$ cat src/rtl/stage_f_prefetch_pkg.sv
// Shared types and constants for the dual-ISA fetch stage.
package stage_f_prefetch_pkg;

    localparam int unsigned XLEN    = 32;
    localparam int unsigned PC_STEP = 4;

    // Redirect channel indices; a higher index is a later pipeline stage.
    localparam int unsigned REDIR_RV_E  = 0;
    localparam int unsigned REDIR_ARM_E = 1;
    localparam int unsigned REDIR_ARM_W = 2;

    // One prefetch queue entry.
    typedef struct packed {
        logic [XLEN-1:0] pc;
        logic [XLEN-1:0] instr;
    } fetch_entry_t;

endpackage

$ cat src/rtl/stage_f_prefetch_if.sv
// Fetch-stage bus: imem request/response and the decode-facing queue head.
//  master : fetch stage (drives ImemReq/ImemAddr and the head fields)
//  slave  : memory + decode side (drives ImemRData and InstrReadyD)
interface stage_f_prefetch_if
    import stage_f_prefetch_pkg::*;
();

    logic            ImemReq;
    logic [XLEN-1:0] ImemAddr;
    logic [XLEN-1:0] ImemRData;
    logic            InstrValidD;
    logic [XLEN-1:0] InstrD;
    logic [XLEN-1:0] PCD;
    logic [XLEN-1:0] PCPlus4D;
    logic            InstrReadyD;
    logic            StallF;

    modport master (
        output ImemReq, ImemAddr, InstrValidD, InstrD, PCD, PCPlus4D, StallF,
        input  ImemRData, InstrReadyD
    );

    modport slave (
        input  ImemReq, ImemAddr, InstrValidD, InstrD, PCD, PCPlus4D, StallF,
        output ImemRData, InstrReadyD
    );

endinterface

$ cat src/rtl/stage_f_prefetch_fifo.sv
// Prefetch queue: DEPTH-entry circular buffer with synchronous flush.
//  i_push/i_data : enqueue (ignored when full unless popping the same cycle)
//  i_pop         : dequeue head (ignored when empty)
//  i_flush       : drop all entries, reset pointers (wins over push/pop)
//  o_head        : current head entry
//  o_count       : occupancy 0..DEPTH
//  o_empty       : occupancy is zero
module stage_f_prefetch_fifo #(
    parameter int unsigned DEPTH = 4,
    parameter type         T     = logic
) (
    input  logic                       clk,
    input  logic                       rst,
    input  logic                       i_push,
    input  T                           i_data,
    input  logic                       i_pop,
    input  logic                       i_flush,
    output T                           o_head,
    output logic [$clog2(DEPTH):0]     o_count,
    output logic                       o_empty
);

    localparam int unsigned AW = $clog2(DEPTH);
    localparam int unsigned CW = AW + 1;

    T                r_mem [DEPTH];
    logic [AW-1:0]   r_wr;
    logic [AW-1:0]   r_rd;
    logic [CW-1:0]   r_count;
    logic            w_do_push;
    logic            w_do_pop;

    assign w_do_pop  = i_pop && (r_count != '0);
    assign w_do_push = i_push && ((r_count != CW'(DEPTH)) || w_do_pop);

    // Pointers and occupancy.
    always_ff @(posedge clk or negedge rst) begin
        if (!rst) begin
            r_wr    <= '0;
            r_rd    <= '0;
            r_count <= '0;
        end else if (i_flush) begin
            r_wr    <= '0;
            r_rd    <= '0;
            r_count <= '0;
        end else begin
            if (w_do_push) r_wr <= r_wr + AW'(1);
            if (w_do_pop)  r_rd <= r_rd + AW'(1);
            r_count <= r_count + CW'(w_do_push) - CW'(w_do_pop);
        end
    end

    // Storage; contents are only observed through a valid head.
    always_ff @(posedge clk) begin
        if (w_do_push && !i_flush) r_mem[r_wr] <= i_data;
    end

    assign o_head  = r_mem[r_rd];
    assign o_count = r_count;
    assign o_empty = (r_count == '0);

endmodule

$ cat src/rtl/stage_f_prefetch.sv
// Fetch stage: owns PCF, issues sequential imem reads, buffers {PC, instr}
// in a prefetch queue and applies prioritised, ISA-masked redirects.
//  clk, rst      : clock, async active-low reset
//  arm           : ISA mode (0 RISC-V, 1 ARM), selects redirect mask
//  redir_valid   : per-channel redirect request
//  redir_target  : per-channel target PC, channel i at [i*XLEN +: XLEN]
//  bus           : imem request/response and decode queue head
module stage_f_prefetch
    import stage_f_prefetch_pkg::*;
#(
    parameter int unsigned       DEPTH     = 4,
    parameter int unsigned       NREDIR    = 3,
    parameter logic [XLEN-1:0]   RESET_VEC = '0,
    parameter logic [NREDIR-1:0] RV_MASK   = NREDIR'(1 << REDIR_RV_E),
    parameter logic [NREDIR-1:0] ARM_MASK  = NREDIR'((1 << REDIR_ARM_E) | (1 << REDIR_ARM_W))
) (
    input  logic                   clk,
    input  logic                   rst,
    input  logic                   arm,
    input  logic [NREDIR-1:0]      redir_valid,
    input  logic [NREDIR*XLEN-1:0] redir_target,
    stage_f_prefetch_if.master     bus
);

    localparam int unsigned     CW         = $clog2(DEPTH) + 1;
    localparam logic [XLEN-1:0] ALIGN_MASK = ~XLEN'(3);

    logic [XLEN-1:0]   r_pcf;
    logic [XLEN-1:0]   r_held_pc;
    logic              r_inflight;
    logic              r_drop;

    logic [NREDIR-1:0] w_eff;
    logic              w_redirect;
    logic [XLEN-1:0]   w_target;
    logic [CW-1:0]     w_count;
    logic [CW-1:0]     w_used;
    logic              w_empty;
    logic              w_issue;
    logic              w_push;
    logic              w_pop;
    fetch_entry_t      w_head;
    fetch_entry_t      w_push_data;

    // Mode-masked redirect select; the loop lets the highest channel win.
    always_comb begin
        w_eff      = redir_valid & (arm ? ARM_MASK : RV_MASK);
        w_redirect = |w_eff;
        w_target   = '0;
        for (int unsigned i = 0; i < NREDIR; i++) begin
            if (w_eff[i]) w_target = redir_target[i*XLEN +: XLEN];
        end
    end

    // The in-flight request holds a queue slot, so a push can never overflow.
    assign w_used  = w_count + CW'(r_inflight);
    assign w_issue = rst && !w_redirect && (w_used < CW'(DEPTH));
    assign w_push  = r_inflight && !r_drop && !w_redirect;
    assign w_pop   = !w_empty && bus.InstrReadyD && !w_redirect;

    assign w_push_data.pc    = r_held_pc;
    assign w_push_data.instr = bus.ImemRData;

    // PCF, in-flight tracking and stale-response drop flag.
    always_ff @(posedge clk or negedge rst) begin
        if (!rst) begin
            r_pcf      <= RESET_VEC;
            r_held_pc  <= '0;
            r_inflight <= 1'b0;
            r_drop     <= 1'b0;
        end else begin
            r_inflight <= w_issue;
            r_drop     <= w_redirect && r_inflight;
            if (w_redirect) begin
                r_pcf <= w_target & ALIGN_MASK;
            end else if (w_issue) begin
                r_pcf     <= r_pcf + XLEN'(PC_STEP);
                r_held_pc <= r_pcf;
            end
        end
    end

    stage_f_prefetch_fifo #(
        .DEPTH (DEPTH),
        .T     (fetch_entry_t)
    ) u_fifo (
        .clk     (clk),
        .rst     (rst),
        .i_push  (w_push),
        .i_data  (w_push_data),
        .i_pop   (w_pop),
        .i_flush (w_redirect),
        .o_head  (w_head),
        .o_count (w_count),
        .o_empty (w_empty)
    );

    assign bus.ImemReq     = w_issue;
    assign bus.ImemAddr    = r_pcf;
    assign bus.InstrValidD = !w_empty;
    // Head fields read zero while the queue is empty.
    assign bus.InstrD      = w_empty ? '0 : w_head.instr;
    assign bus.PCD         = w_empty ? '0 : w_head.pc;
    assign bus.PCPlus4D    = w_empty ? '0 : w_head.pc + XLEN'(PC_STEP);
    assign bus.StallF      = (w_used >= CW'(DEPTH)) && !w_redirect;

endmodule
$ cat src/flat_wrapper.sv
// flat-port wrapper written by rule: the top's interface ports become plain ports
module stage_f_prefetch_flat import stage_f_prefetch_pkg::*;
#(
    parameter int unsigned       DEPTH     = 4,
    parameter int unsigned       NREDIR    = 3,
    parameter logic [XLEN-1:0]   RESET_VEC = '0,
    parameter logic [NREDIR-1:0] RV_MASK   = NREDIR'(1 << REDIR_RV_E),
    parameter logic [NREDIR-1:0] ARM_MASK  = NREDIR'((1 << REDIR_ARM_E) | (1 << REDIR_ARM_W))
)
  (clk, rst, arm, redir_valid, redir_target, bus_ImemReq, bus_ImemAddr, bus_InstrValidD, bus_InstrD, bus_PCD, bus_PCPlus4D, bus_StallF, bus_ImemRData, bus_InstrReadyD);
  stage_f_prefetch_if bus_i ();
  input  logic clk;
  input  logic rst;
  input  logic arm;
  input  logic [NREDIR-1:0] redir_valid;
  input  logic [NREDIR*XLEN-1:0] redir_target;
  output wire logic [$bits(bus_i.ImemReq)-1:0] bus_ImemReq;
  output wire logic [$bits(bus_i.ImemAddr)-1:0] bus_ImemAddr;
  output wire logic [$bits(bus_i.InstrValidD)-1:0] bus_InstrValidD;
  output wire logic [$bits(bus_i.InstrD)-1:0] bus_InstrD;
  output wire logic [$bits(bus_i.PCD)-1:0] bus_PCD;
  output wire logic [$bits(bus_i.PCPlus4D)-1:0] bus_PCPlus4D;
  output wire logic [$bits(bus_i.StallF)-1:0] bus_StallF;
  input wire logic [$bits(bus_i.ImemRData)-1:0] bus_ImemRData;
  input wire logic [$bits(bus_i.InstrReadyD)-1:0] bus_InstrReadyD;
  assign bus_ImemReq = bus_i.ImemReq;
  assign bus_ImemAddr = bus_i.ImemAddr;
  assign bus_InstrValidD = bus_i.InstrValidD;
  assign bus_InstrD = bus_i.InstrD;
  assign bus_PCD = bus_i.PCD;
  assign bus_PCPlus4D = bus_i.PCPlus4D;
  assign bus_StallF = bus_i.StallF;
  assign bus_i.ImemRData = bus_ImemRData;
  assign bus_i.InstrReadyD = bus_InstrReadyD;
  stage_f_prefetch #(.DEPTH(DEPTH), .NREDIR(NREDIR), .RESET_VEC(RESET_VEC), .RV_MASK(RV_MASK), .ARM_MASK(ARM_MASK)) u_core (.clk(clk), .rst(rst), .arm(arm), .redir_valid(redir_valid), .redir_target(redir_target), .bus(bus_i));
endmodule
$ cat config.mk
export PLATFORM = sky130hd
export DESIGN_NAME = stage_f_prefetch_flat
export DESIGN_NICKNAME = d
export VERILOG_FILES = /design/src/rtl/stage_f_prefetch_pkg.sv /design/src/rtl/stage_f_prefetch_if.sv /design/src/rtl/stage_f_prefetch_fifo.sv /design/src/rtl/stage_f_prefetch.sv /design/src/flat_wrapper.sv
export SDC_FILE = /design/constraint.sdc
export NUM_CORES = 1
export LEC_CHECK = 0
export BUFFER_PORTS_ARGS = -buffer_cell sky130_fd_sc_hd__buf_4
export CORE_MARGIN = 5
export CORE_UTILIZATION = 45
export DETAILED_ROUTE_END_ITERATION = 10
export GPL_TIMING_DRIVEN = 1
export PLACE_DENSITY = 0.67
export SETUP_SLACK_MARGIN = 0.2
export SYNTH_ARGS = -nofsm -noshare
export SYNTH_HDL_FRONTEND = slang
export SYNTH_SLANG_ARGS = --single-unit
$ cat constraint.sdc
create_clock -name clk -period 3.8 [get_ports clk]
set_input_delay 0.57 -clock clk [delete_from_list [all_inputs] [get_ports clk]]
set_output_delay 0.57 -clock clk [all_outputs]
set_load 0.02 [all_outputs]
=== Word level (Yosys, flattened, before mapping) ===
Memories as Yosys holds them, arrays and structs flattened.
Cells that the tools add are included.
W data, S select, Z words.

* Bits in registers: 73
* Bits of input ports: 135
* Bits in writable memories: 256
* Output and inout bits: 131
* Memories: 1

* $add $sub $neg: 7
* Bitwise operators: 2
* Equality and inequality tests: 1
* Reduce and logical (&&, ||, !) cells: 22
* Mux-type cells: 16
* Magnitude comparators: 2

{| class="wikitable"
|+ Memories
! name !! depth !! bits a word !! read ports !! clocked after Yosys merged registers in !! wr ports !! RTL line !! text
|-
| u_core.u_fifo.r_mem || 4 || 64 || 1 || 0 || 1 || stage_f_prefetch_fifo.sv:26 || <nowiki>T r_mem [DEPTH];</nowiki>
|}

{| class="wikitable"
|+ Operator list
! cell !! number
|-
| $mux W32 || 8
|-
| $add A32 B3 Y32 const B || 2
|-
| $logic_and A1 B1 Y1 || 11
|-
| $mux W2 || 4
|-
| $add A3 B1 Y3 || 2
|-
| $mux W3 || 2
|-
| $reduce_bool A2 Y1 || 3
|-
| $add A2 B1 Y2 const B || 2
|-
| $and A3 B3 Y3 || 1
|-
| $ge A3 B3 Y1 const B || 1
|-
| $logic_not A1 Y1 || 3
|-
| $logic_not A3 Y1 || 1
|-
| $lt A3 B3 Y1 const B || 1
|-
| $ne A3 B3 Y1 const B || 1
|-
| $reduce_bool A3 Y1 || 1
|-
| $reduce_or A3 Y1 || 1
|-
| $sub A3 B1 Y3 || 1
|-
| $mux W1 || 2
|-
| $reduce_and A2 Y1 || 1
|-
| $logic_or A1 B1 Y1 || 1
|-
| $not A1 Y1 || 1
|}

=== Logic depth before layout (Yosys ltp) ===
Gate-level depths: netlist (run 1).

* Word-level depth: 11
* Mapped depth: 13
* Gate-level depth less buffers: 12

=== Modules after synthesis ===
From an unflattened synthesis (run 1), not the netlist that was laid out.

* Cells, all modules: 919
* Area total of the unflattened synthesis: 14,303.7 um2

{| class="wikitable"
|+ By module, submodules not included
! module !! cells an instance !! area an instance (um2) !! instances
|-
| stage_f_prefetch_fifo || 378 || 9,690.5 || 1
|-
| stage_f_prefetch || 541 || 4,613.2 || 1
|}

=== Worst setup path before layout (run 1) ===
No wires, ideal clock.

* Path type: input port to flip-flop
* From: in redir_valid[2]
* To: mem u_core.u_fifo.r_mem[0][0] (netlist name) (enable)
* Stages: 5
* Path slack: 0.476 ns
* Data required time: 3.373 ns
* Setup time: 0.427 ns
* Arrival time: 2.897 ns
* Cells stage by stage: o21ai_0 -> nor2b_1 -> clkbuf_1 -> clkbuf_1 -> and3_1

* Word-level cells in the longest chain between the ends: 10
* Elaborated cells on any way between the ends: 11
* Those cells by class: mux (2); bitwise (1); reduce/logical (8)

{| class="wikitable"
|+ Ends and longest elaborated chain
! what !! RTL line !! text
|-
| from (decl) || flat_wrapper.sv:15 || <nowiki>input logic [NREDIR-1:0] redir_valid;</nowiki>
|-
| $and A3 B3 Y3 * || stage_f_prefetch.sv:47 || <nowiki>w_eff = redir_valid & (arm ? ARM_MASK : RV_MASK);</nowiki>
|-
| $reduce_or A3 Y1 * || stage_f_prefetch.sv:48 || <nowiki>w_redirect = |w_eff;</nowiki>
|-
| $logic_not A1 Y1 * || stage_f_prefetch_fifo.sv:55, stage_f_prefetch.sv:58, stage_f_prefetch.sv:59 ||
|-
| $logic_and A1 B1 Y1 || stage_f_prefetch.sv:59 || <nowiki>assign w_pop = !w_empty && bus.InstrReadyD && !w_redirect;</nowiki>
|-
| $logic_and A1 B1 Y1 || stage_f_prefetch_fifo.sv:33 || <nowiki>assign w_do_pop = i_pop && (r_count != '0);</nowiki>
|-
| $logic_or A1 B1 Y1 || stage_f_prefetch_fifo.sv:34 || <nowiki>assign w_do_push = i_push && ((r_count != CW'(DEPTH)) || w_do_pop);</nowiki>
|-
| $logic_and A1 B1 Y1 || stage_f_prefetch_fifo.sv:34 ||
|-
| $logic_and A1 B1 Y1 * || stage_f_prefetch_fifo.sv:55 || <nowiki>if (w_do_push && !i_flush) r_mem[r_wr] <= i_data;</nowiki>
|-
| $mux W1 * || stage_f_prefetch_fifo.sv:55 ||
|-
| $mux W1 (implied by the code) * || stage_f_prefetch_fifo.sv:55 ||
|-
| to (decl) || stage_f_prefetch_fifo.sv:26 ||
|}

Mark *: on every way between the ends. The rest lies on a longest branch, timed or not.

=== Worst setup path after layout (run 1) ===
* From: reg u_core.u_fifo.r_rd[0]
* To: out bus_PCPlus4D[31]

* Word-level cells in the longest chain between the ends: 3

{| class="wikitable"
|+ Ends and longest elaborated chain
! what !! RTL line !! text
|-
| from (decl) || stage_f_prefetch_fifo.sv:28 || <nowiki>logic [AW-1:0] r_rd;</nowiki>
|-
| from (signal assigned) || stage_f_prefetch_fifo.sv:48 || <nowiki>if (w_do_pop) r_rd <= r_rd + AW'(1);</nowiki>
|-
| $mem_v2 Z4 W64 || n/a ||
|-
| $add A32 B3 Y32 || stage_f_prefetch.sv:104 || <nowiki>assign bus.PCPlus4D = w_empty ? '0 : w_head.pc + XLEN'(PC_STEP);</nowiki>
|-
| $mux W32 || stage_f_prefetch.sv:104 ||
|-
| to (decl) || flat_wrapper.sv:22 || <nowiki>output wire logic [$bits(bus_i.PCPlus4D)-1:0] bus_PCPlus4D;</nowiki>
|}

No other way between the ends.

==> results of run 1 <==
[power breakdown]
group | internal, mW | leakage (nW) | switching, mW | total, mW
registers | 4.23 | 3.06 | 0.384 | 4.62
logic | 1.72 | 3.02 | 2.06 | 3.78
clock network | 2.22 | 0.592 | 1.28 | 3.50
total | 8.17 | 6.68 | 3.73 | 11.9
[routing by layer]
| layer | up-vias | track usage, % | wire [um] |
|---|---|---|---|
| met5 | - | 0 | 0 |
| met4 | 0 | 4.693 | 678 |
| met3 | 52 | 4.221 | 2606 |
| met2 | 351 | 30.40 | 15390 |
| met1 | 4284 | 27.32 | 14410 |
| li1 | 4011 | - | - |
[cell type report]
type,instances,area [um2]
clock buffer,46,979.7
clock inverter,15,221.5
fill,2420,12630
inverter,9,33.78
multi-input combinational,517,4558
sequential,317,9179
tap,396,495.5
timing repair buffer,303,2492
[layout by cell type, fill, tap and decap left out, drive strengths merged, types with 18 or more instances in the layout]
| cell type | instances |
|---|---|
| mux4 | 62 |
| and2 | 74 |
| clkbuf | 46 |
| nand4 | 18 |
| mux2 | 29 |
| xnor2 | 19 |
| nand2 | 28 |
| a221oi | 20 |
| o21ai | 20 |
| edfxtp | 248 |
| dfrtp | 69 |
| o22ai | 22 |
| nor2 | 72 |
| buf | 301 |
| xor2 | 32 |
| nand3 | 25 |
[path summary, 6_finish.rpt]
check / startpoint / slack, ns / cells after the start / end
hold / removal: rst / 0.04 / 1 / u_core.bus.ImemAddr[2]
hold reg to reg: u_core.r_held_pc[6] / 0.52 / 0 / u_core.u_fifo.r_mem[2][38]
min in group clk: bus_ImemRData[18] / 0.27 / 1 / u_core.u_fifo.r_mem[2][18]
setup / recovery: u_core.u_fifo.r_rd[0] / 0.22 / 8 / bus_PCPlus4D[31]
setup reg to reg: u_core.u_fifo.o_count[1] / 1.18 / 13 / u_core.u_fifo.o_count[2]
max in group asynchronous: rst / 2.92 / 2 / u_core.bus.ImemAddr[12]
[worst reg2reg max path: stages (launching register included)]
cell and delay [ns]:
dfrtp_1 0.45, nor3_2 0.19, buf_4 0.36, inv_2 0.06, nand2_1 0.11, nor2_1 0.06
ha_1 0.28, inv_1 0.06, ha_1 0.13, inv_1 0.05, fa_1 0.38, xor2_1 0.18
xnor2_1 0.14, nor2_1 0.05
[timing repair]
| item | CTS | global route |
|---|---|---|
| endpoints found under the setup margin | 10 | 19 |
| buffers inserted | 18 | 4 |
| gates cloned | 2 | 0 |
| pin swaps | 11 | 12 |
| resized for setup | 13 | 11 |
[registers in the layout, indices dropped and copies added (netlist names)]
name and count:
u_core.u_fifo.r_mem 248, u_core.bus.ImemAddr 30, u_core.r_held_pc 30, u_core.u_fifo.o_count 3, u_core.u_fifo.r_rd 2, u_core.u_fifo.r_wr 2, u_core.r_drop 1, u_core.r_inflight 1
[metrics by stage]
step / hold slack, ns / setup WS [ns] / total power [mW]
after floorplan: 0.2744 / 0.4762 / 6.720
after global placement: 0.4859 / 0.5471 / 8.234
after detailed placement: 0.5028 / 0.5122 / 8.289
after CTS: 0.04518 / 0.1764 / 11.99
after global routing: 0.06590 / 0.06881 / 12.49
final: 0.03769 / 0.2167 / 11.90
[logic make-up after synthesis]
kind of cell / count (synthesis) / share of synthesized area [%]
compound gates: 100 / 4.928
xor+xnor: 51 / 3.205
other cells: 1 / 0.02690
fa+ha+maj: 9 / 0.8618
simple gates: 256 / 10.24
buf+inv: 63 / 2.226
flops: 317 / 65.82
mux: 95 / 12.69
==> summary.md, run 1 <==
The flow ran to the end, and the final reports show no timing, DRC or antenna violations. The area of the die was 34590 um2; the share of layout cells above drive strength 1 was 36.87%. After detailed routing, the average wire length per cell comes to 20.64 um. In the synthesized netlist the async set-or-reset flop fraction comes to 21.77%. The final number of max-transition violations is 0, and the H-tree depth reported by CTS is 2. The total routing usage reported by global routing is 19.16%. The most common flop cell mapped by yosys was edfxtp_1. The total congestion overflow was 0.

After floorplanning, the core was sized to cover 30590 um2. Initial antenna violation count: 0. The capturing element type of the critical path is an output pin.

The number of sinks handled by clock tree synthesis is 317. Entering global routing, the biggest net connects 66 pins. Max-cap violations in this run came to 0.

Largest vdd supply drop: 300.2 uV. The TritonCTS buffer count was 35. In the routed layout, each cell is associated on average with a via count of 5.426.

The first global-routing pass estimated 51650 um of wire. STA puts the critical path data arrival time at 3.01 ns. The leakage power is 6.676 nW, and the number of enable flip-flop cells after synthesis is 248. The die is 186.0 um tall.

Along the worst path, the maximum fanout reaches 6. The tools report the number of warnings issued by yosys as 0. The mean area per synthesized cell is 15.63 um2.

In this run the tightest slew margin relative to its limit is 35.60%. The final number of setup-violating endpoints is 0. Traced cell by cell, the critical path runs through bufbuf_16, mux4_2, nand3_4, nor4_4, nand3_2, or3_1, a21oi_2, buf_6. Number of cell rows: 64.

After clock tree synthesis, the clock-pin slew on the worst setup and hold paths is 0.06 ns. In this run the clock root is driven by a clkbuf_16. The transition at the pin with the smallest max-transition slack came out at 0.9659 ns. By instance count, the leading cell after synthesis is edfxtp_1.

The family with the most delay on the worst path was simple AND/OR/NAND/NOR gates. In this run the remaining antenna-violating nets after routing total 0. The logs give 0 for the diode insertion count for antenna repair and 1603 for the post-route non-filler standard cell count. The tools report the hold violation total from the final report as 0. The worst setup path is of the register to output pin kind.

In this run the count of I/O pins placed on the die edge is 266. The clock period could shrink to 3.583 ns. The finished cells cover 17960 um2. The relative area change from synthesis to final layout works out to 28.85%. The number of distinct library cell variants in the gate-level netlist after synthesis is 59.

Once detailed placement completed, the half-perimeter wirelength came to 22580 um. The cell area that synthesis handed to floorplanning was 13940 um2. The master of the slowest instance on the critical path was dfrtp_4.

Counting every instance in the synthesized netlist gives 892. The kind of path behind the tightest hold check was primary input to async pin. Routability-driven placement finished with a final weighted congestion of 0.8680. Summed over all instances, the cell type with the most area after synthesis is edfxtp_1. The total via count after detailed routing was 8698; the critical path's largest stage delay was 0.55 ns. Number of nets at the end of the flow: 1327. In this run the cell area measured after placement is 16390 um2. The clock latency reported for the late side of the worst-skew pair is 0.51 ns. Static timing analysis puts the maximum clock frequency at 279.1 MHz. For the share of the yosys chip area belonging to registers, the log shows 65.82%. The buffer and inverter count on the worst path is 2. Setup repair after global routing could not meet its margin everywhere. After synthesis, the most frequently instantiated cells are edfxtp_1, and2_1, nor2_1. The tools report the setup TNS after final layout as 0 ns. After clock tree synthesis, the flow added hold-fix buffers numbering 0.

The logs give 3 for the buffer depth of the longest clock path and 45.57% for the initial cell density of the core. For the required arrival time at the worst endpoint, the log shows 3.23 ns. TritonCTS built the clock tree. Synthesis inferred 317 register bits. The launching element type of the critical path is a register.

After detailed placement, the design holds a cell count of 1518. For the final database, setup skew stands at 0.02110 ns. Of the available clock period, the critical path in the final layout requires 94.30%.

The number of global-route vias before repair came out at 9079. By area the synthesized netlist is led by edfxtp_1, dfrtp_1, mux4_2. The logs give 5 for the total iterations of the first detailed-routing run and 0 for the number of DRC violations after detailed routing. The tools report the final cell utilization of the core as 58.71%. In this run, the number of DRC markers left after iteration 0 of detailed routing was 465. The number of I/O port buffers came out at 253. Power spread over the standard cell area amounts to 662.4 nW/um2. The top cell type's share of synthesized area came out at 53.43%.

The total wire length is 33080 um. The horizontal die dimension was 186.0 um.
No activity file was read; power rests on OpenSTA's default activity.
==> run 2, diff against run 1 <==
--- a/config.mk
+++ b/config.mk
@@ -10,7 +10,7 @@
 export CORE_UTILIZATION = 45
 export DETAILED_ROUTE_END_ITERATION = 10
 export GPL_TIMING_DRIVEN = 1
-export PLACE_DENSITY = 0.67
+export PLACE_DENSITY = 0.7
 export SETUP_SLACK_MARGIN = 0.2
 export SYNTH_ARGS = -nofsm -noshare
 export SYNTH_HDL_FRONTEND = slang
==> constraint.sdc (replaced) <==
create_clock -name clk -period 3 [get_ports clk]
set_input_delay 0.45 -clock clk [delete_from_list [all_inputs] [get_ports clk]]
set_output_delay 0.45 -clock clk [all_outputs]
set_load 0.02 [all_outputs]
==> run 2 against run 1 <==
Compared with the run above:
- the run now ends with negative setup slack left
- flip-flop and latch count unchanged
- utilization increased by 0.40 points
- setup slack got worse by 0.61 ns
- die area unchanged
- global-route usage decreased by 0.093 points
- critical path depth increased by 4
- sequential power increased by 27%
- clock skew decreased by 0.0045 ns
- non-clock buffer count increased by 23
- design area increased by 0.68%
- register-to-register slack got worse by 0.63 ns
- wire length increased by 0.12%
- largest cell class unchanged
==> summary.md, run 2 (synthesis results as in run 1) <==
The flow ran to the end, but the final reports show violations. The final reports fail on negative setup slack. The run gives 38.73% as the headroom to the max-slew limit.

Global routing consumed, over all layers together, 19.06% of the routing resources. The first global-routing pass estimated 51660 um of wire. In the global route stage, met1 resource usage came out at 26.17%.

Setup violations remaining at the end of the flow were counted as 53. For this run, the post-layout net count is 1350. During placement, the flow inserted port buffers numbering 253. Static timing analysis puts the maximum clock frequency at 294.5 MHz. The clock latency reported for the late side of the worst-skew pair was 0.51 ns; the total congestion overflow was 0.

In the final layout, the share of cells above drive strength 1 is 39.42%. The congestion estimate from routability-driven global placement came to 0.8367. The placement-stage worst setup slack came out at 0.005961 ns.

The critical path is of the register to output pin type. For the part of the power in combinational logic, the log shows 33.0%. Between clock sinks in the finished design, the worst skew comes to 0.01661 ns. For the final design area excluding fillers, the log shows 18080 um2.

0 antenna diodes ended up in the layout. The final number of max-transition violations is 0. Ranked by flip-flop count, first place goes to u_core.u_fifo.r_mem.

The area of the die is 34590 um2. For the final critical-path setup slack, the log shows -0.3961 ns. The clock drives 317 sinks. For this design the total switching power over the nets is 4.819 mW. TritonCTS built the clock tree.

The logs give 0.1369 ns for the final-layout worst hold slack and 64 for the number of cell rows. After layout, the minimum clock period comes to 3.396 ns. Dividing the detail-routed via count by the number of cells gives 5.484.

The register with the most flip-flops in the layout has 248 of them. The run gives 2.95 ns as the arrival time reported for the critical path endpoint. The most utilized layer in the global route result was met2. The transition at the pin with the smallest max-transition slack was 0.9190 ns. STA classifies the critical path endpoint as an output pin. The largest vdd supply drop is 378.7 uV, and the number of max-cap violations is 0. The run gives 27.8% as the power share of the clock group. The total iterations of the first detailed-routing run is 5, and the number of DRC violations after detailed-routing iteration 0 is 509. The relative area change from synthesis to final layout is 29.73%. For met3 alone, demand over resource in global routing was 4.593%. For this run, design rule violations remaining after detail routing come to 0.

Switching share of total power: 32.31%. The critical path's largest stage delay came out at 0.51 ns. The run gives 2 as the H-tree depth reported by CTS. The critical path contains buffers and inverters numbering 4 combined. The tools report the area of the core as 30590 um2. The clock slew seen by the registers of the worst setup and hold paths came out at 0.06 ns.

Dividing total power by cell area gives a power density of 824.7 nW/um2. The startpoint identified for the worst hold timing path is bus_ImemRData[27]. Setup repair after global routing could not meet its margin everywhere. The clock passes through at most 3 buffers. The run gives 0 as the hold violation total from the final report. The share of total power dissipated in sequential elements is 39.2%.

In this run the worst path has a maximum fanout of 7. The completed layout was analyzed and its total power is 14.91 mW. The worst setup path is launched from a register. The signal on the critical path passes through buf_6, mux4_2, ha_4, nand2_4, o22ai_4, nor3b_4, buf_12, buf_12, nand4_1, xor2_1, nor2_2, buf_6.

In this run the vertical extent of the chip is 186.0 um. In this design, the largest share of critical-path delay is due to flip-flops. The mean routed wirelength per cell was 20.33 um; the met2 capacity usage during global routing was 31.54%.

The number of global-route vias before repair is 9300. The min-delay analysis places its worst path in the category primary input to register. The number of clock buffers added by TritonCTS is 35. The initial antenna violation count is 0. The total internal power was 10.09 mW. In this run the count of I/O pins placed on the die edge is 266. The total wire length was 33120 um. The leakage power was 6.773 nW.

The filler cells instantiated in the layout total 2431. The final route contains 8933 vias. The library cell used most frequently in the layout, excluding fill and tap cells, is buf_4. The horizontal die dimension is 186.0 um.

STA puts the critical path data required time at 2.55 ns. For the setup TNS after final layout, the log shows -8.842 ns. Post-detailed-route count of antenna-violating nets: 0. The worst path uses 113.2% of the clock period.

Leaving out fill and tap cells, the most frequent cells in the layout are buf_4, edfxtp_1, and2_1. The run gives 22920 um as the HPWL reported at the end of detailed placement. The slowest stage of the critical path is the dfrtp_4 cell. The tools report the instance area at placement as 16610 um2. The critical path starts at u_core.u_fifo.r_rd[0]. In this run the critical register-to-register path is launched from u_core.u_fifo.o_count[1]. Root cell of the clock tree: clkbuf_16. For this configuration, the core starts out at a cell density of 45.57%.

Entering global routing, the biggest net connects 66 pins.
==> run 2: changes by cell type in the layout (fill, tap and decap cells not counted), sizes merged <==
cell	delta
clkbuf	-4
bufbuf	-2
dlygate4sd3	+1
clkinvlp	+1
clkinv	+9
bufinv	-4
inv	+1
buf	+24
==> run 2: worst paths after layout <==
check                           slack [ns]  cells past startpoint                          to
worst max-delay path                 -0.40                     12            bus_PCPlus4D[28]
worst min-delay path                  0.14                      1  u_core.u_fifo.r_mem[3][27]
worst max register to register        0.55                     12    u_core.u_fifo.o_count[2]
worst min register to register        0.50                      1               u_core.r_drop
max in group asynchronous             1.64                      3       u_core.u_fifo.r_rd[0]
min in group asynchronous             0.42                      2     u_core.bus.ImemAddr[15]
==> run 2: metrics by stage <==
| step | cells | utilization [%] |
|---|---|---|
| 2_1_floorplan | 897 | - |
| 3_5_place_dp | 1547 | 54.30 |
| 5_1_grt | 1629 | 59.11 |
| 6_report | 1629 | 59.11 |
| 3_3_place_gp | 1547 | 54.30 |
| 4_1_cts | 1625 | 58.74 |
==> run 2: power groups by stage <==
stage	clock network, mW	registers [mW]	logic, mW
2_1_floorplan	0	5.79	2.74
3_3_place_gp	0	5.90	4.66
3_5_place_dp	0	5.95	4.71
4_1_cts	4.25	5.85	4.89
5_1_grt	4.44	5.91	5.30
6_report	4.15	5.85	4.92
==> run 2: layout make-up <==
cell class	count	area (um2)	area share [%]
repair buffers	326	2625	14.52
inverters	9	33.78	0.1868
well taps	396	495.5	2.740
clock buffers	42	964.7	5.335
multi-input cells	517	4609	25.49
clock inverters	22	175.2	0.9687
flip-flops and latches	317	9179	50.76
==> run 2: timing repair <==
action | 4_1_cts | 5_1_grt
cloned | 0 | 0
endpoints found under the setup margin | 72 | 66
pin swaps | 22 | 18
hold buffers | 1 | 0
buffers inserted | 13 | 4
endpoints found under the hold margin | 27 | 0
resized for setup | 23 | 21
==> run 2: per-layer routing <==
metal / wire, um / part of all wire (%) / vias to the layer above
met5: 0 / 0 / -
met4: 491 / 1.5 / 0
met3: 2747 / 8.3 / 45
met2: 15870 / 48 / 381
met1: 14010 / 42 / 4442
li1: - / - / 4065
==> run 3, diff against run 2 <==
--- a/config.mk
+++ b/config.mk
@@ -6,11 +6,12 @@
 export NUM_CORES = 1
 export LEC_CHECK = 0
 export BUFFER_PORTS_ARGS = -buffer_cell sky130_fd_sc_hd__buf_4
+export CAP_MARGIN = 20
 export CORE_MARGIN = 5
 export CORE_UTILIZATION = 45
 export DETAILED_ROUTE_END_ITERATION = 10
 export GPL_TIMING_DRIVEN = 1
-export PLACE_DENSITY = 0.7
+export PLACE_DENSITY_LB_ADDON = 0.08
 export SETUP_SLACK_MARGIN = 0.2
 export SYNTH_ARGS = -nofsm -noshare
 export SYNTH_HDL_FRONTEND = slang
==> run 3 against run 2 <==
Compared with the run above:
- the flow still finishes with violations (negative setup slack)
- via count is 0.90% lower
- flip-flop and latch count did not move
- register-to-register slack about the same
- die area stayed put
- setup slack got worse by 0.012 ns
- worst hold slack gained 0.017 ns
- utilization is 1.0 points higher
- global-route usage is 0.051 points lower
- wire length down 0.33%
- critical endpoint is now bus_PCPlus4D[12]
- largest cell class unchanged
- largest power group unchanged
==> summary.md, run 3 (synthesis results as in run 1) <==
The arrival time reported for the critical path endpoint is 2.96 ns, and the HPWL reported at the end of detailed placement is 23060 um. The instance area at placement is 16740 um2. For the worst-skew pair, the clock arrives at the later sink with an insertion delay of 0.50 ns. Relative to the synthesized area, the layout overhead comes to 31.95%.

The checks that failed: negative setup slack. In this design, the stage delay of the slowest critical-path cell is 0.49 ns. Area of the core: 30590 um2. The floorplan step set the die height to 186.0 um.

After global routing the overflow that remains totals 0. Clock skew on the completed layout was measured at 0.01790 ns. The detailed router finished its first iteration with 454 violations. Summed over all layers, the routed wires come to 33010 um. The TritonCTS buffer count was 35; the H-tree depth reported by CTS was 2. The total routing usage reported by global routing is 19.01%, and the power per cell area is 821.3 nW/um2. The initialized floorplan defines 64 standard-cell rows. The most numerous cell type found on the critical path is buf_4. The launching element type of the critical path is a register. The logs give 0 for the initial antenna violation count and -6.490 ns for the setup TNS after final layout. In this run the static leakage power is 6.903 nW.

Master of the slowest instance on the critical path: dfrtp_4. For the required arrival time at the worst endpoint, the log shows 2.55 ns. The transition at the pin with the smallest max-transition slack came out at 0.9255 ns.

The final critical-path setup slack came out at -0.4083 ns. The total via count after detailed routing is 8853. The setup check on the worst reg-to-reg path leaves a slack of 0.55 ns. The run gives 60.12% as the final cell utilization of the core.

The run gives 0 as the final number of max-transition violations. Counting cells, the worst reg-to-reg path comes to 12. For the post-detailed-route count of antenna-violating nets, the log shows 0. The run gives 9179 um2 as the area used by sequential logic in the layout. The path with the worst hold slack has its endpoint at u_core.u_fifo.r_mem[2][22]. The hold violation total from the final report is 0, and the number of DRC violations after detailed routing is 0. The tools report the startpoint of the worst hold path as bus_ImemRData[22].

Share of layout cells above drive strength 1: 39.70%. Summing all non-filler instances in the final layout gives an area of 18390 um2. The ratio of routed vias to standard cells works out to 5.388. Walking the worst path, the cells encountered are buf_6, mux4_2, ha_4, nand2_4, o22ai_4, nor3b_4, buf_12, buf_4, nand2_2, xor2_1, nor2_1, buf_4. The flow ran to the end, but the final reports show violations.

In this run the critical register-to-register path is captured at u_core.u_fifo.o_count[2]. Overall power consumption after layout is estimated at 15.11 mW. For this design, the sink count on the clock tree is 317. The library cell used most frequently in the layout, excluding fill and tap cells, is buf_4.

Counting along the longest clock path gives a buffer depth of 3. The tree is rooted in a clkbuf_16. Summing all multi-input logic gate instances after layout gives 4619 um2. The cell depth of the worst hold path was 1; the horizontal die dimension was 186.0 um. For the finished layout, the period the worst path requires is 3.408 ns. The tools report the capturing element type of the critical path as an output pin. Leaving out fill and tap cells, the most frequent cells in the layout are buf_4, edfxtp_1, and2_1. Headroom to the max-slew limit came out at 38.30%. The run gives 34590 um2 as the area of the die. The type of the worst setup path is register to output pin. The number of global-route vias before repair came out at 9376. After layout, the worst path uses 113.6% of the clock period. TritonCTS built the clock tree. Entering global routing, the biggest net connects 66 pins. The run gives 0 as the diode insertion count for antenna repair. The clock slew seen by the registers of the worst setup and hold paths works out to 0.06 ns.

Pin placement for this block handled 266 I/O pins. The number of flip-flops in the largest register is 248. For the final weighted congestion in routability-driven placement, the log shows 0.8247. IR analysis of the VDD net gives a maximum drop of 524.7 uV. Setup violations remaining at the end of the flow were counted as 26. The maximum fanout count along the critical path was 6. Most flop-heavy register: u_core.u_fifo.r_mem. For the initial cell density of the core, the log shows 45.57%. Based on the critical path, the design can be clocked at up to 293.4 MHz. The launch point of the worst reg-to-reg path was u_core.u_fifo.o_count[2]. Input and output buffers added on the ports amount to 253. Setup repair after global routing could not meet its margin everywhere. Counting the fill cells in the layout gives 2438. Kind of path behind the tightest hold check: primary input to register. The number of nets at the end of the flow was 1365; the mean routed wirelength per cell was 20.09 um. The first detailed-routing pass took 5 iterations. Max-cap violations in this run came to 0. The first global-routing pass estimated 51520 um of wire.
-- run 3: cell count changes in the layout (fill, tap and decap cells not counted), sizes merged, moves of 2 or more --
cell    before  now
buf        325  338
clkbuf      42   48
clkinv      18   12
bufinv       2    4
-- run 3: report_power, final --
group | switching [mW] | total [mW] | internal (mW)
Sequential | 0.460 | 5.82 | 5.36
Combinational | 2.65 | 5.02 | 2.37
Clock | 1.62 | 4.26 | 2.65
-- run 3: area by class of cell --
class | instances | share of cell area (%)
Clock buffer | 47 | 5.347
Clock inverter | 16 | 0.9933
Inverter | 9 | 0.1837
Multi-Input combinational cell | 517 | 25.12
Sequential cell | 317 | 49.91
Tap cell | 396 | 2.694
Timing Repair Buffer | 341 | 15.76
-- run 3: how the worst max path moves through the flow --
stage,start,endpoint,depth (start not counted)
6_report,u_core.u_fifo.r_rd[0],bus_PCPlus4D[12],12
5_1_grt,u_core.u_fifo.r_rd[0],bus_PCPlus4D[30],11
4_1_cts,u_core.u_fifo.r_rd[0],bus_PCPlus4D[30],11
3_5_place_dp,u_core.u_fifo.r_rd[0],bus_PCPlus4D[30],10
3_3_place_gp,u_core.u_fifo.r_rd[0],bus_PCPlus4D[30],10
2_1_floorplan,u_core.u_fifo.r_rd[0],bus_PCPlus4D[20],9
-- run 3: metrics by stage --
step	instances	hold slack [ns]	setup slack, ns
6_report	1643	0.1536	-0.4083
5_1_grt	1643	0.1293	-0.5357
4_1_cts	1632	0.1346	-0.4272
3_5_place_dp	1556	0.3032	-0.04599
3_3_place_gp	1556	0.3016	-0.01920
2_1_floorplan	897	0.1544	0.2164
-- run 3: per-layer routing --
layer | up-vias | part of all wire (%) | track usage [%]
li1 | 4090 | - | -
met1 | 4411 | 43 | 26.23
met2 | 311 | 48 | 31.25
met3 | 41 | 7.4 | 4.417
met4 | 0 | 1.5 | 4.110
met5 | - | 0 | 0
-- run 3: critical path: cells and delay by family (launching register included) --
kind            cells  cell delay, ns
mux                 1            0.38
compound gates      1            0.15
flops               1            0.49
buf+inv             4            0.58
simple gates        4            0.54
xor+xnor            1            0.13
fa+ha+maj           1            0.18
-- run 3: timing repair --
action | in CTS | in global routing
endpoints found under the hold margin | 7 | 0
setup buffers | 10 | 10
cloned | 2 | 1
pin swaps | 11 | 20
setup endpoints to repair | 68 | 62
gates resized for setup | 40 | 16
hold buffers | 1 | 0
